**src/rtl/cpu_pkg.sv**
```systemverilog
// Shared CPU definitions: datapath width, the halt instruction word and the
// fetch sequencer state encoding.
package cpu_pkg;

    localparam int RegWidth = 16;

    localparam logic [RegWidth-1:0] HaltInstr = 16'h0000;

    typedef enum logic [1:0] {
        IDLE   = 2'd0,
        WAIT   = 2'd1,
        DRAIN  = 2'd2,
        HALTED = 2'd3
    } fetch_state_t;

endpackage

```
**src/rtl/fetch_skid_buffer.sv**
```systemverilog
// One-entry holding slot for an instruction that returned from memory while the
// IF/ID register was still occupied by an instruction ID had not accepted.
module fetch_skid_buffer
    import cpu_pkg::*;
#(
    parameter int Width = RegWidth
) (
    input  logic             clk,
    input  logic             reset,
    input  logic             load,
    input  logic             unload,
    input  logic             flush,
    input  logic [Width-1:0] instr_in,
    input  logic [Width-1:0] pc_in,
    output logic             valid,
    output logic [Width-1:0] instr,
    output logic [Width-1:0] pc
);

    logic             valid_q, valid_d;
    logic [Width-1:0] instr_q, instr_d;
    logic [Width-1:0] pc_q, pc_d;

    // A load in the same cycle as an unload refills the slot with the newer word.
    always_comb begin
        valid_d = valid_q;
        instr_d = instr_q;
        pc_d    = pc_q;
        if (flush) begin
            valid_d = 1'b0;
        end else if (load) begin
            valid_d = 1'b1;
            instr_d = instr_in;
            pc_d    = pc_in;
        end else if (unload) begin
            valid_d = 1'b0;
        end
    end

    always_ff @(posedge clk) begin
        if (reset) begin
            valid_q <= 1'b0;
            instr_q <= '0;
            pc_q    <= '0;
        end else begin
            valid_q <= valid_d;
            instr_q <= instr_d;
            pc_q    <= pc_d;
        end
    end

    assign valid = valid_q;
    assign instr = instr_q;
    assign pc    = pc_q;

endmodule

```
**src/rtl/fetch_sequencer.sv**
```systemverilog
// IF-stage fetch sequencer: issues instruction reads, owns the IF/ID register and
// reacts to jump/halt decode from IF and branch redirects from EX.
module fetch_sequencer #(
    parameter int                  RegWidth    = cpu_pkg::RegWidth,
    parameter logic [RegWidth-1:0] ResetVector = '0
) (
    input  logic                Clk,
    input  logic                Reset,
    output logic                ImemReq,
    output logic [RegWidth-1:0] ImemAddr,
    input  logic                ImemValid,
    input  logic [RegWidth-1:0] ImemData,
    input  logic                Stall,
    input  logic                TakeJump,
    input  logic [RegWidth-1:0] JumpAddress,
    input  logic                Halt,
    input  logic                BranchTaken,
    input  logic [RegWidth-1:0] BranchTarget,
    output logic [RegWidth-1:0] InstrOut,
    output logic [RegWidth-1:0] PCOut,
    output logic                InstrValid,
    output logic                Halted
);
    import cpu_pkg::*;

    fetch_state_t        state_q, state_d;
    logic                halt_after_q, halt_after_d;
    logic [RegWidth-1:0] pc_q, pc_d;
    logic [RegWidth-1:0] instr_q, instr_d;
    logic [RegWidth-1:0] pc_out_q, pc_out_d;
    logic                valid_q, valid_d;

    logic                skid_valid;
    logic [RegWidth-1:0] skid_instr;
    logic [RegWidth-1:0] skid_pc;
    logic                skid_load, skid_unload, skid_flush;

    logic                consume, do_jump, do_halt, redirect;
    logic                live_rsp, ifid_free, still_out, skid_empty_next, issue;
    logic [RegWidth-1:0] rsp_pc;

    fetch_skid_buffer #(
        .Width(RegWidth)
    ) u_skid (
        .clk     (Clk),
        .reset   (Reset),
        .load    (skid_load),
        .unload  (skid_unload),
        .flush   (skid_flush),
        .instr_in(ImemData),
        .pc_in   (rsp_pc),
        .valid   (skid_valid),
        .instr   (skid_instr),
        .pc      (skid_pc)
    );

    assign consume   = valid_q & ~Stall;
    assign do_halt   = Halt & consume & ~BranchTaken;
    assign do_jump   = TakeJump & consume & ~BranchTaken & ~Halt;
    assign redirect  = BranchTaken | do_halt | do_jump;
    assign live_rsp  = ImemValid & (state_q == WAIT);
    assign ifid_free = ~valid_q | consume;
    assign still_out = ~ImemValid & ((state_q == WAIT) | (state_q == DRAIN));
    // PC only moves past an issued address, so the live response is always pc_q - 1.
    assign rsp_pc    = pc_q - RegWidth'(1);

    always_comb begin
        instr_d         = instr_q;
        pc_out_d        = pc_out_q;
        valid_d         = valid_q;
        skid_load       = 1'b0;
        skid_unload     = 1'b0;
        skid_flush      = 1'b0;
        skid_empty_next = 1'b1;
        if (redirect) begin
            valid_d    = 1'b0;
            skid_flush = 1'b1;
        end else if (skid_valid) begin
            if (ifid_free) begin
                instr_d         = skid_instr;
                pc_out_d        = skid_pc;
                valid_d         = 1'b1;
                skid_unload     = 1'b1;
                skid_load       = live_rsp;
                skid_empty_next = ~live_rsp;
            end else begin
                skid_empty_next = 1'b0;
            end
        end else if (live_rsp) begin
            if (ifid_free) begin
                instr_d  = ImemData;
                pc_out_d = rsp_pc;
                valid_d  = 1'b1;
            end else begin
                skid_load       = 1'b1;
                skid_empty_next = 1'b0;
            end
        end else if (consume) begin
            valid_d = 1'b0;
        end
        issue = ~Reset & ~redirect & skid_empty_next & ((state_q == IDLE) | live_rsp);
    end

    // Redirects leave any in-flight read to be drained; HaltAfter decides where DRAIN lands.
    always_comb begin
        state_d      = state_q;
        halt_after_d = halt_after_q;
        pc_d         = pc_q;
        if (BranchTaken) begin
            pc_d         = BranchTarget;
            halt_after_d = 1'b0;
            state_d      = still_out ? DRAIN : IDLE;
        end else if (do_jump | do_halt) begin
            if (do_jump) begin
                pc_d = JumpAddress;
            end
            if (still_out) begin
                state_d      = DRAIN;
                halt_after_d = do_halt;
            end else begin
                state_d = do_halt ? HALTED : IDLE;
            end
        end else begin
            if (issue) begin
                pc_d = pc_q + RegWidth'(1);
            end
            unique case (state_q)
                IDLE: begin
                    if (issue) begin
                        state_d = WAIT;
                    end
                end
                WAIT: begin
                    if (ImemValid) begin
                        state_d = issue ? WAIT : IDLE;
                    end
                end
                DRAIN: begin
                    if (ImemValid) begin
                        state_d      = halt_after_q ? HALTED : IDLE;
                        halt_after_d = 1'b0;
                    end
                end
                HALTED: begin
                    state_d = HALTED;
                end
                default: begin
                    state_d = IDLE;
                end
            endcase
        end
    end

    always_ff @(posedge Clk) begin
        if (Reset) begin
            state_q      <= IDLE;
            halt_after_q <= 1'b0;
            pc_q         <= ResetVector;
            instr_q      <= '0;
            pc_out_q     <= '0;
            valid_q      <= 1'b0;
        end else begin
            state_q      <= state_d;
            halt_after_q <= halt_after_d;
            pc_q         <= pc_d;
            instr_q      <= instr_d;
            pc_out_q     <= pc_out_d;
            valid_q      <= valid_d;
        end
    end

    assign ImemReq    = issue;
    assign ImemAddr   = pc_q;
    assign InstrOut   = instr_q;
    assign PCOut      = pc_out_q;
    assign InstrValid = valid_q;
    assign Halted     = (state_q == HALTED);

endmodule

```
**config.mk**
```make
export PLATFORM = sky130hd
export DESIGN_NAME = fetch_sequencer
export DESIGN_NICKNAME = d
export VERILOG_FILES = /design/src/rtl/cpu_pkg.sv /design/src/rtl/fetch_skid_buffer.sv /design/src/rtl/fetch_sequencer.sv
export SDC_FILE = /design/constraint.sdc
export NUM_CORES = 1
export LEC_CHECK = 0
export CORE_MARGIN = 3
export CORE_UTILIZATION = 54
export CTS_CLUSTER_DIAMETER = 80
export DETAILED_ROUTE_END_ITERATION = 16
export GPL_ROUTABILITY_DRIVEN = 0
export PLACE_DENSITY = 0.95
export SETUP_SLACK_MARGIN = 0.2
export SLEW_MARGIN = 30
export SYNTH_ARGS = -nofsm -noshare
export SYNTH_HDL_FRONTEND = slang
export SYNTH_SLANG_ARGS = --single-unit
```
**constraint.sdc**
```tcl
create_clock -name Clk -period 4.1 [get_ports Clk]
set_input_delay 0.82 -clock Clk [delete_from_list [all_inputs] [get_ports Clk]]
set_output_delay 0.82 -clock Clk [all_outputs]
set_load 0.005 [all_outputs]
```
==> results by stage <==
Global routing:
- The pin count of the biggest net entering global routing is 78.
- The first global-routing pass estimated 21,600 um of wire.
- The number of antenna violations at the first check in global routing is 0.
- For this run the aggregate overflow at the end of global routing stands at 0.
- The global-route total usage across every layer is 0.276.
- The via count of the first global-routing pass was 4,521.

Logic synthesis:
- In this run the cell area of the synthesized design comes to 4500 sq um.
- Of the post-synthesis cell area, the dominant cell type holds 0.378.
- The total of warnings raised by yosys is 0.
- The instance count of the mapped netlist is 574.
- After synthesis, the cell types taking the most area are sky130_fd_sc_hd__dfxtp_1 38%, sky130_fd_sc_hd__nand2_1 6.4%, sky130_fd_sc_hd__a21oi_1 6.2%.
- Summed over all instances, the cell type with the most area after synthesis is sky130_fd_sc_hd__dfxtp_1.
- The proportion of synthesized flip-flops having asynchronous set or reset is 0.
- For this run, the leading register cell type out of synthesis is sky130_fd_sc_hd__dfxtp_1.
- Yosys mapped a number of flops with a built-in enable equal to 0.
- Averaged over all synthesized cells, the footprint is 7.85 sq um.
- The register bit total from synthesis is 85.
- The post-synthesis sequential area ratio is 0.378.
- The number of distinct library cells after synthesis is 62.
- The post-synth net total is 637.

STA:
- The count of endpoints failing hold in the final timing report is 0.
- The number of max-slew violations in the final report is 0.
- The clock period minus worst slack is 3.39 ns.
- The clock tree skew after final layout is 0.0111 ns.
- Of the available clock period, the critical path in the final layout requires 0.826.
- Setup repair after global routing left no endpoint under its margin.
- The relative max-transition margin is 0.458.
- The post-route worst hold slack is 0.455 ns.
- The total negative slack for setup checks is 0 ns.
- The number of setup violations in the final report is 0.
- For this run, the top clock speed supported by timing is 295 MHz.
- At the pin with the least slew margin, the transition time is 0.813 ns.
- The worst setup slack after layout is 0.713 ns.

Floorplanning:
- The floorplan step defined a die boundary enclosing 9470 sq um.
- For this design the top-level I/O count stands at 106.
- The die is 97.3 um wide.
- The core area is 7930 sq um.
- From bottom edge to top edge, the die measures 97.3 um.
- The number of rows created at floorplan is 32.
- The initial standard-cell utilization of the core is 0.568.

Run:
- The count of max-cap constraint violations is 0.

CTS:
- After clock tree synthesis, the setup repair step added 0 buffers.
- The CTS tree is built.
- In this run the deepest clock path goes through 2 buffers.
- The clock reaches the later pin of the worst-skew pair after 0.37 ns.
- The clock root buffer master is sky130_fd_sc_hd__clkbuf_8.
- The TritonCTS sink count is 85.
- In this run, post-CTS repair resized a total of 0 instances.
- The H-tree depth is 3.
- The clock-pin slew of the registers on the worst-case setup and hold paths is 0.08 ns.
- The number of buffers inserted during clock tree synthesis is 9.
- The count of hold buffers inserted by post-cts repair is 0.

Hold path:
- The class of the worst hold path is reg -> reg.
- The origin of the worst min-delay path is PCOut[0].
- The worst hold path terminates at PCOut[0].
- The worst hold path cell count is 2.

Worst setup path:
- STA puts the critical path data required time at 3.28 ns.
- For flop-to-flop paths, the worst setup slack is 1.56 ns.
- The source of the critical timing path is Stall.
- The worst setup path is captured at an output pin.
- In this run the worst path has a maximum fanout of 8.
- The critical path in this run is classified as in -> out.
- The startpoint of the worst register-to-register path is ImemAddr[0].
- STA puts the critical path data arrival time at 2.57 ns.
- In this run the critical register-to-register path is captured at ImemAddr[14].
- STA classifies the critical path startpoint as a primary input.
- For the worst flop-to-flop path, the logic depth is 6.

Placed design:
- The worst-case setup slack after placement is 0.692 ns.
- The post-detailed-placement half-perimeter wirelength is 9070 um.
- Buffers placed on the I/O ports in this run total 105.
- Including well taps, the total number of placed cells is 744.
- The post-place instance area is 5540 sq um.

Routing:
- Before antenna repair, the detailed router went through 5 iterations.
- The detailed router placed 4,733 vias in this run.
- Once detail routing completed, the nets flagged for antenna violations numbered 0.
- The first routing iteration left 433 violations.
- The total detailed-routing wirelength is 13,100 um.
- After detailed routing, the number of vias per cell comes to 6.23.
- Dividing the detail-routed wire length by the instance count gives 17.3 um.
- The number of remaining DRC errors is 0.

Power:
- The power per cell area is 311 nW/um^2.
- For this design the static power due to leakage is 1.87 nW.
- The maximum resistive drop on vdd is 0.000166 V.

Layout:
- The post-route cell area is 5730 sq um.
- The area growth from synthesis to layout is 27.2%.
- The filler-free cell count of the finished design is 760.
- 0 antenna diodes ended up in the layout.
- The share of post-route cells with drive strength above 1 is 0.0623.
- The count of fill cells added during filler insertion is 558.
- After the last flow step, the layout net total stands at 716.

Outcome:
- The run finished with clean final reports.
==> how the worst max path moves through the flow <==
stage                         endpoint  slack, ns  cells past startpoint
final                          ImemReq       0.71                      5
after global routing           ImemReq       0.60                      5
after CTS                      ImemReq       0.75                      5
after detailed placement  ImemAddr[12]       0.69                      7
after global placement         ImemReq       0.79                      5
after floorplan                ImemReq       1.73                      4
==> flip-flops by register name (all words and copies together), names as in the netlist, 2 cells and up <==
name / flops
InstrOut: 16
u_skid.pc: 16
state_q: 2
ImemAddr: 16
u_skid.instr: 16
PCOut: 16
==> cell type report <==
| cell class | count | area, sq um | area share |
|---|---|---|---|
| Clock buffer | 10 | 128 | 0.0223 |
| Clock inverter | 6 | 47.5 | 0.00830 |
| Inverter | 21 | 78.8 | 0.0138 |
| Multi-Input combinational cell | 423 | 2540 | 0.443 |
| Sequential cell | 85 | 1700 | 0.297 |
| Tap cell | 102 | 128 | 0.0223 |
| Timing Repair Buffer | 113 | 1110 | 0.193 |
==> worst max-delay path, cell delays in order <==
cell,delay [ns]
sky130_fd_sc_hd__clkdlybuf4s50_1,0.56
sky130_fd_sc_hd__nand2b_1,0.32
sky130_fd_sc_hd__o211ai_1,0.20
sky130_fd_sc_hd__nor2_1,0.15
sky130_fd_sc_hd__clkdlybuf4s50_1,0.52
==> synthesized netlist by cell type, types with 2 or more instances <==
library cell,number
sky130_fd_sc_hd__a211o_1,6
sky130_fd_sc_hd__a211oi_1,37
sky130_fd_sc_hd__a21oi_1,56
sky130_fd_sc_hd__a221oi_1,2
sky130_fd_sc_hd__a311oi_1,2
sky130_fd_sc_hd__a31oi_1,3
sky130_fd_sc_hd__and2_1,4
sky130_fd_sc_hd__and3_1,2
sky130_fd_sc_hd__buf_1,2
sky130_fd_sc_hd__buf_2,14
sky130_fd_sc_hd__buf_4,4
sky130_fd_sc_hd__clkbuf_1,24
sky130_fd_sc_hd__dfxtp_1,85
sky130_fd_sc_hd__ha_1,8
sky130_fd_sc_hd__inv_1,21
sky130_fd_sc_hd__mux2i_1,17
sky130_fd_sc_hd__nand2_1,77
sky130_fd_sc_hd__nand2b_1,3
sky130_fd_sc_hd__nand3_1,15
sky130_fd_sc_hd__nand3_2,2
sky130_fd_sc_hd__nand3b_1,2
sky130_fd_sc_hd__nand4_1,6
sky130_fd_sc_hd__nand4b_1,2
sky130_fd_sc_hd__nor2_1,60
sky130_fd_sc_hd__nor2b_1,2
sky130_fd_sc_hd__nor3_1,14
sky130_fd_sc_hd__nor3_2,2
sky130_fd_sc_hd__nor3b_1,4
sky130_fd_sc_hd__nor4_1,6
sky130_fd_sc_hd__o211ai_1,8
sky130_fd_sc_hd__o21ai_0,30
sky130_fd_sc_hd__o311ai_0,2
sky130_fd_sc_hd__o31ai_1,2
sky130_fd_sc_hd__o31ai_2,2
sky130_fd_sc_hd__or3_1,3
sky130_fd_sc_hd__xnor2_1,19
==> power breakdown <==
part | internal (mW) | switching [mW]
registers | 0.849 | 0.0471
clock network | 0.225 | 0.327
logic | 0.166 | 0.164
==> stage by stage <==
step	util	total power [mW]
after floorplan	-	1.08
after global placement	0.699	1.22
after detailed placement	0.699	1.23
after CTS	0.721	1.77
after global routing	0.723	1.84
final	0.723	1.78
==> routing by layer <==
layer  routed length [um]  global-route usage  vias to the layer above
met5                    0                   0                        -
met4                  580               0.122                        0
met3                 1260              0.0653                       72
met2                 6210               0.449                      322
met1                 5080               0.348                     2140
li1                     -                   -                     2199
==> logic make-up (layout without fill, tap and decap cells) <==
| family | count (synthesis) | after routing | synth area share |
|---|---|---|---|
| and+or+nand+nor | 210 | 210 | 0.217 |
| buffers and inverters | 66 | 150 | 0.0639 |
| adders and majority gates | 9 | 9 | 0.0244 |
| xor gates and xnor gates | 20 | 20 | 0.0389 |
| muxes | 18 | 18 | 0.0403 |
| AOI/OAI and AO/OA | 166 | 166 | 0.238 |
| DFF | 85 | 85 | 0.378 |
==> cell usage in the layout (no fill, tap or decap), types with 9 or more instances in the layout <==
cell                              synthesis  final
sky130_fd_sc_hd__nor2_1                  60     60
sky130_fd_sc_hd__xnor2_1                 19     19
sky130_fd_sc_hd__mux2i_1                 17     17
sky130_fd_sc_hd__a21oi_1                 56     56
sky130_fd_sc_hd__inv_1                   21     21
sky130_fd_sc_hd__clkdlybuf4s50_1          0    104
sky130_fd_sc_hd__nand2_1                 77     77
sky130_fd_sc_hd__a211oi_1                37     37
sky130_fd_sc_hd__nand3_1                 15     15
sky130_fd_sc_hd__nor3_1                  14     14
sky130_fd_sc_hd__dfxtp_1                 85     84
sky130_fd_sc_hd__clkbuf_8                 0      9
sky130_fd_sc_hd__o21ai_0                 30     30
No activity file was read; power rests on OpenSTA's default activity.
